File: src/rtl/wr_ptr_sync_ctrl.sv
// Write-side pointer/flag controller for an async FIFO: binary/Gray write pointer,
// read-pointer synchronizer, registered level/full/almost-full and sticky error flags.
module wr_ptr_sync_ctrl #(
    parameter int PTR_WIDTH   = 4,
    parameter int SYNC_STAGES = 2
) (
    input  logic                 wclk,
    input  logic                 wrst_n,
    input  logic                 winc,
    input  logic [PTR_WIDTH:0]   rptr_gray,
    input  logic [PTR_WIDTH:0]   afull_lvl,
    input  logic                 err_clr,
    output logic [PTR_WIDTH-1:0] waddr,
    output logic [PTR_WIDTH:0]   wptr_gray,
    output logic [PTR_WIDTH:0]   wlevel,
    output logic                 wfull,
    output logic                 wafull,
    output logic                 wovf,
    output logic                 gray_err
);

    localparam logic [PTR_WIDTH:0] ONE = 1;

    logic [PTR_WIDTH:0]                  wbin;
    logic [SYNC_STAGES-1:0][PTR_WIDTH:0] sync_q;
    logic [PTR_WIDTH:0]                  rsync;
    logic [PTR_WIDTH:0]                  rsync_prev;

    logic                 accept;
    logic                 ovf_set;
    logic [PTR_WIDTH:0]   wbin_next;
    logic [PTR_WIDTH:0]   wgray_next;
    logic [PTR_WIDTH:0]   rbin_sync;
    logic [PTR_WIDTH:0]   level_next;
    logic [PTR_WIDTH:0]   rsync_diff;
    logic                 full_next;
    logic                 afull_next;
    logic                 multi_bit;

    assign rsync = sync_q[SYNC_STAGES-1];
    assign waddr = wbin[PTR_WIDTH-1:0];

    always_comb begin
        accept     = winc & ~wfull;
        ovf_set    = winc & wfull;
        wbin_next  = wbin + {{PTR_WIDTH{1'b0}}, accept};
        wgray_next = wbin_next ^ (wbin_next >> 1);
        rbin_sync  = '0;
        // Gray-to-binary: each binary bit is the XOR of all Gray bits at or above it
        for (int i = 0; i <= PTR_WIDTH; i++)
            rbin_sync[i] = ^(rsync >> i);
        level_next = wbin_next - rbin_sync;
        full_next  = (wgray_next == {~rsync[PTR_WIDTH:PTR_WIDTH-1], rsync[PTR_WIDTH-2:0]});
        afull_next = (level_next >= afull_lvl);
        // More than one bit set <=> clearing the lowest set bit leaves something
        rsync_diff = rsync ^ rsync_prev;
        multi_bit  = |(rsync_diff & (rsync_diff - ONE));
    end

    // Plain flop chain: nothing may sit between synchronizer stages
    always_ff @(posedge wclk or negedge wrst_n) begin
        if (!wrst_n)
            sync_q <= '0;
        else
            sync_q <= {sync_q[SYNC_STAGES-2:0], rptr_gray};
    end

    always_ff @(posedge wclk or negedge wrst_n) begin
        if (!wrst_n) begin
            wbin       <= '0;
            wptr_gray  <= '0;
            rsync_prev <= '0;
            wlevel     <= '0;
            wfull      <= 1'b0;
            wafull     <= 1'b0;
            wovf       <= 1'b0;
            gray_err   <= 1'b0;
        end else begin
            wbin       <= wbin_next;
            wptr_gray  <= wgray_next;
            rsync_prev <= rsync;
            wlevel     <= level_next;
            wfull      <= full_next;
            wafull     <= afull_next;
            // Set beats clear so an error coinciding with err_clr is never lost
            wovf       <= ovf_set | (wovf & ~err_clr);
            gray_err   <= multi_bit | (gray_err & ~err_clr);
        end
    end

endmodule

File: config.mk
export PLATFORM = sky130hd
export DESIGN_NAME = wr_ptr_sync_ctrl
export DESIGN_NICKNAME = d
export VERILOG_FILES = /design/src/rtl/wr_ptr_sync_ctrl.sv
export SDC_FILE = /design/constraint.sdc
export NUM_CORES = 1
export LEC_CHECK = 0
export CORE_MARGIN = 4
export CORE_UTILIZATION = 40
export DETAILED_ROUTE_END_ITERATION = 8
export GPL_TIMING_DRIVEN = 0
export PLACE_DENSITY = 0.68
export SETUP_SLACK_MARGIN = 0.4
export SLEW_MARGIN = 15
export SYNTH_ARGS = -nofsm -noshare
export SYNTH_HDL_FRONTEND = slang
export SYNTH_SLANG_ARGS = --single-unit
export TNS_END_PERCENT = 20
File: constraint.sdc
create_clock -name wclk -period 3.8 [get_ports wclk]
set_input_delay 0.76 -clock wclk [delete_from_list [all_inputs] [get_ports wclk]]
set_output_delay 0.76 -clock wclk [all_outputs]
set_load 0.03 [all_outputs]
==> impl_results.md, run 1 <==
- Status: finished clean
- Hold endpoint: rsync[1]
- Post-CTS Hold Buffers: 0
- Die Footprint: 0.00463 mm^2
- Die X: 68.0 um
- Metal-1 WL: 1050 um
- Maxcap violations: 0
- Worst Path Arrival: between 3 and 4 ns
- Pwr dens: approximately 900 mW/mm^2
- Synthesized area per cell: 12.9 um^2
- CP Class: in -> reg
- Routed WL per cell: 11.5 um
- Crit start category: input port
- Clk sink count: 33
- Vias per inst: 4.36
- Crit path from: winc
- Leakage: 0.868 nW
- Slew HR: around 52%
- Min-delay worst type: reg -> reg
- Final Cycle Share: 83.7%
- Reg2Reg Setup Slack: 0.64 ns
- I/O Buffers: 31
- Worst hold path cell count: 0
- Worst Path Required: 4.02 ns
- Max Used Layer: met4
- CTS max path bufs: 2
- Worst slew pin tran: 0.723 ns
- Mapped cell area: between 0.001 and 0.0015 mm^2
- Crit path max fanout: 5
- Drt total wl: around 2300 um
- Dpl cell area: 0.00180 mm^2
- N_diodes: 0
- Global placement routability congestion: 0.781
- NumNets Final: 175
- Vias in the first global route: 919
- Gr usage total: 11.9%
- CTS buffer count: 5
- Fin. max-slew vios: 0
- Post-cts sizing count: 0
- Hold WS: ~0.36 ns
- CP endpoint kind: flop
- Met3 wire length: 115 um
- RSZ-0062 raised after global routing: no
- Mapped Nets: 137
- Congestion Overflow GR: 0
- Post-layout minimum cycle time: between 3 and 4 ns
- Ys async rst share: 100%
- Synth Flop Type: dfrtp_1
- Number of warning messages in the yosys log: 0
- Final setup skew: 0.0102 ns
- Root Driver: clkbuf_4
- Detailed Place HPWL: 1720 um
- P&R area growth vs syn: 29.0%
- Row count: 21
- Worst r2r path cells: 12
- Initial antenna violation count: 0
- Router iterations before antenna repair: 3
- I/O pin cnt: 32
- Die height: 68.0 um
- Overall Power: 1.69 mW
- VDD IR max: 0.369 mV
- Final ANT Viol Nets: 0
- Post-synth EDFFs: 0
- Core area: approximately 0.0034 mm^2
- R2R Path End: wafull
- Peak Freq: 0.314 GHz
- Starting DRT DRC Count: 25
- H-tree depth: 2
- Final instance area: roughly 0.0019 mm^2
- # DRC: 0
- CTS tree: built
- Setup Viol. Count Final: 0
- Clk_lat worst skew: around 0.32 ns
- Number of synthesized register bits: 33
- Clock slew at reported path FFs: around 0.1 ns
- Post-CTS setup buffer count: 0
- Register area share after synthesis: 57.3%
- Count of cell types in the netlist: 22
- Largest net degree at the start of global routing: 34
- Post-Synthesis Cells: 112
- R2R Path Start: rsync[4]
- Final Hold Fails: 0
- Setup TNS: 0 ns
- Via count: 858
- Hold path startpoint: sync_q[1]
- Layout cells sized above 1: around 8.6%
- Met2 WL: 1090 um
- Starting Density: between 40% and 50%
- First-pass GRT wire length: 4030 um
==> cells in the mapped netlist, types with 2 or more instances <==
library cell | count | area (um^2)
a21o_1 | 6 | 45.0
a21oi_1 | 3 | 15.0
nor2_1 | 2 | 7.51
xnor2_1 | 12 | 105
dfrtp_1 | 33 | 826
ha_1 | 10 | 125
nand2_1 | 2 | 7.51
o21ai_0 | 2 | 10.0
nand3_1 | 2 | 10.0
inv_1 | 15 | 56.3
xor2_1 | 14 | 123
==> metal layers <==
layer	GRT usage (%)	vias up
met5	0	-
met2	19.4	25
met3	3.45	2
met4	4.47	0
li1	-	431
met1	14.9	400
==> layout make-up <==
| cell class | instances | area [um^2] |
|---|---|---|
| repair buffers | 31 | 305 |
| flip-flops and latches | 33 | 826 |
| clock inverters | 3 | 17.5 |
| inverters | 15 | 56.3 |
| well taps | 46 | 57.6 |
| fillers | 299 | 1560 |
| multi-input cells | 64 | 559 |
| clock buffers | 5 | 37.5 |
==> power breakdown <==
group | leakage [nW] | switching (mW) | internal [mW] | total [mW]
combinational | 0.449 | 0.533 | 0.447 | 0.980
clock | 0.0310 | 0.115 | 0.0697 | 0.185
sequential | 0.388 | 0.0639 | 0.460 | 0.524
==> flip-flops by register name (all words and copies together) (netlist names) <==
name,count
wptr_gray,4
wafull,1
gray_err,1
rsync,5
wovf,1
rsync_prev,5
wlevel,5
wfull,1
sync_q,5
wbin,5
==> through the flow <==
stage          cells  util [%]  setup slack (ns)
2_1_floorplan    112         -             0.870
3_5_place_dp     189      52.8             0.274
6_report         197      54.4             0.619
3_3_place_gp     189      53.0             0.272
4_1_cts          197      54.4             0.600
5_1_grt          197      54.4             0.425
==> worst max-delay path by stage <==
stage / cells past startpoint / to / slack (ns)
after global placement: 12 / wafull / 0.27
after global routing: 12 / wafull / 0.42
after floorplan: 12 / wafull / 0.87
after CTS: 12 / wafull / 0.60
final: 12 / wafull / 0.62
after detailed placement: 12 / wafull / 0.27
==> kinds of logic after synthesis <==
family                     Yosys count  synth area share (%)
and+or+nand+nor                     13                  5.21
DFF                                 33                  57.3
xor gates and xnor gates            27                  16.9
adders and majority gates           12                  10.8
AOI/OAI and AO/OA                   12                  5.90
buffers and inverters               15                  3.91
==> worst max-delay path, stage by stage <==
cell and delay (ns):
clkdlybuf4s50_1 0.47, nor2b_4 0.18, nand2_1 0.10, inv_1 0.07, ha_1 0.20, xor2_2 0.31, ha_1 0.33, xnor2_1 0.22
ha_1 0.26, a21o_1 0.16, a21o_1 0.17, a21o_1 0.16
==> layout by cell type (no fill, tap or decap), types with 2 or more instances in the layout <==
cell type and instances:
inv_1 15, nor2_1 2, clkinv_2 2, clkbuf_4 5
o21ai_0 2, ha_1 10, a21oi_1 3, dfrtp_1 33
xnor2_1 12, nand3_1 2, nand2_1 2, a21o_1 6
clkdlybuf4s50_1 30, xor2_1 14
Note: power is estimated with default switching activity, not from simulation.
==> run 2, diff against run 1 <==
--- a/config.mk
+++ b/config.mk
@@ -9,7 +9,7 @@
 export CORE_UTILIZATION = 40
 export DETAILED_ROUTE_END_ITERATION = 8
 export GPL_TIMING_DRIVEN = 0
-export PLACE_DENSITY = 0.68
+export PLACE_DENSITY = 0.7
 export SETUP_SLACK_MARGIN = 0.4
 export SLEW_MARGIN = 15
 export SYNTH_ARGS = -nofsm -noshare
==> constraint.sdc (replaced) <==
create_clock -name wclk -period 2.9 [get_ports wclk]
set_input_delay 0.58 -clock wclk [delete_from_list [all_inputs] [get_ports wclk]]
set_output_delay 0.58 -clock wclk [all_outputs]
set_load 0.03 [all_outputs]
==> run 2 against run 1 <==
The flow now finishes with violations (negative setup slack). First-iteration DRC count decreased by 16%. Via count is 6.5% higher. Cell area up 11%. Power grew 53%. Global-route usage up 1.2 points. Count of clock-buffer cells in the layout unchanged. Hold slack worse by 0.073 ns. Largest power group unchanged. Wire length grew 11%. Final cell count increased by 4.1%. Die area did not move. Utilization increased by 6.2 points. Critical endpoint unchanged. Setup slack worse by 0.72 ns.
==> impl_results.md, run 2 (synthesis results as in run 1) <==
- Most common library cell in the layout ignoring fill and taps: dfrtp_1
- Slowest CP cell: fa_1
- P&R area growth vs syn: 43.7%
- Starting DRT DRC Count: 21 (-16%)
- CP Class: reg -> reg
- Slowest stage delay, CP: 0.51 ns (+0.04 ns)
- Overall Power: 2.59 mW (+53%)
- CP cell instances: xnor2_4 -> xor2_2 -> xor2_1 -> xnor2_1 -> ha_2 -> fa_1 -> inv_1 -> ha_1 -> a21o_1 -> a21o_1 -> a21o_1 -> a21o_1
- Final Cycle Share: 104%
- Final ANT Viol Nets: 0 (unchanged)
- Gr usage total: 13.1% (+1.2 points)
- Global placement routability congestion: 0.790 (+1.1%)
- Congestion Overflow GR: 0 (unchanged)
- Final core occ: 60.6% (+6.2 points)
- RSZ-0062 raised after global routing: yes
- Setup Viol. Count Final: 1 (+1)
- Leakage: 0.942 nW (+8.6%)
- Routed WL per cell: 12.4 um (+7.0%)
- Maxcap violations: 0 (unchanged)
- Status: finished with violations
- Crit start category: flop
- # DRC: 0 (unchanged)
- Post-CTS Hold Buffers: 0 (unchanged)
- Cell mode on critical path: a21o_1
- Core area: 0.00342 mm^2 (unchanged)
- Crit path max fanout: 2 (-3)
- Vias per inst: 4.46 (+2.4%)
- VDD IR max: 0.662 mV (+79%)
- Root Driver: clkbuf_4
- Layout cells sized above 1: 20.8% (+12 points)
- Router iterations before antenna repair: 4 (+1)
- Post-layout minimum cycle time: 3.00 ns
- Violated checks: negative setup slack
- Starting Density: 42.2% (unchanged)
- Die X: 68.0 um (unchanged)
- Clk sink count: 33 (unchanged)
- Die Footprint: 0.00463 mm^2 (unchanged)
- Pre-CTS setup slack: -0.505 ns (-0.779 ns)
- Die height: 68.0 um (unchanged)
- Largest net degree at the start of global routing: 34 (unchanged)
- Slew HR: 52.2% (+0.39 points)
- Final WS setup: -0.103 ns (-0.722 ns)
- Commonest non-fill, non-tap cells in the layout: 31 x dfrtp_1, 30 x clkdlybuf4s50_1, 14 x inv_1, 11 x xnor2_1, 10 x xor2_1
- N_diodes: 0 (unchanged)
- Row count: 21 (unchanged)
- Clock slew at reported path FFs: 0.11 ns (about the same)
- Detailed Place HPWL: 1800 um (+4.8%)
- Initial antenna violation count: 0 (unchanged)
- Worst Path Required: 3.12 ns (-0.90 ns)
- Vias in the first global route: 988 (+7.5%)
- Final Hold Fails: 0 (unchanged)
- Via count: 914 (+6.5%)
- I/O pin cnt: 32 (unchanged)
- CP endpoint kind: flop
- Fin. max-slew vios: 0 (unchanged)
- Peak Freq: 0.333 GHz
- Hold WS: 0.284 ns (-0.0726 ns)
- Drt total wl: 2530 um (+11%)
- I/O Buffers: 31 (unchanged)
- CTS max path bufs: 2 (unchanged)
- Worst slew pin tran: 0.717 ns (-0.00590 ns)
- CTS buffer count: 5 (unchanged)
- CTS tree: built
- Worst Path Arrival: 3.22 ns (-0.18 ns)
- Clk_lat worst skew: 0.33 ns (about the same)
- NumNets Final: 183 (+4.6%)
- First-pass GRT wire length: 4330 um (+7.4%)
- Final setup skew: 0.0143 ns (+0.00406 ns)
- Pwr dens: 1250 mW/mm^2 (+37%)
- H-tree depth: 2 (unchanged)
- Min-delay worst type: in -> async
==> run 2: cell types whose count changed in the layout (fill, tap and decap cells not counted), moves of 2 or more <==
cell / before / now
bufinv_16: 0 / 2
dfrtp_2: 0 / 2
ha_1: 10 / 8
buf_4: 0 / 7
dfrtp_1: 33 / 31
xor2_2: 1 / 4
xor2_1: 14 / 10
==> run 2: through the flow <==
step,instances,TNS [ns],instance area (um^2)
after floorplan,112,0,1450
after global placement,189,-0.429,1820
after detailed placement,189,-0.505,1810
after CTS,202,-0.0848,1990
after global routing,205,-0.245,2070
final,205,-0.103,2070
==> run 2: cell type report <==
type                            count  area [um^2]
Fill cell                         276         1350
Clock inverter                      3         65.1
Sequential cell                    33          828
Inverter                           15         56.3
Multi-Input combinational cell     64          657
Clock buffer                        5         37.5
Tap cell                           46         57.6
Timing Repair Buffer               39          369
==> run 2: critical path: cells and delay by family (launching register included) <==
kind	cells	cell delay [ns]
buf+inv	1	0.05
xor+xnor	4	0.75
compound gates	4	0.63
flops	1	0.46
fa+ha+maj	3	1.00
==> run 2: routing by layer <==
metal	vias to the layer above	track usage [%]	wire [um]
met5	-	0	0
met3	5	4.93	126
li1	447	-	-
met1	438	14.8	1080
met4	0	7.94	45
met2	24	20.9	1280
==> run 2: timing repair <==
action,CTS,global route
setup endpoints to repair,3,3
resized for setup,7,8
buffers inserted,5,3
pin swaps,3,11
==> run 2: report_power, final <==
group / internal (mW) / switching, mW / total [mW]
logic: 0.693 / 0.769 / 1.46
registers: 0.602 / 0.102 / 0.705
clock network: 0.267 / 0.154 / 0.420
==> run 2: worst paths after layout <==
kind                           start        end  slack, ns  cells after the start
setup / recovery            rsync[3]     wafull      -0.10                     12
hold / removal                wrst_n  sync_q[4]       0.28                      1
setup reg to reg            rsync[3]     wafull      -0.10                     12
hold reg to reg            sync_q[2]   rsync[2]       0.35                      0
max in group asynchronous     wrst_n   rsync[4]       2.12                      1
min in group wclk          sync_q[2]   rsync[2]       0.35                      0
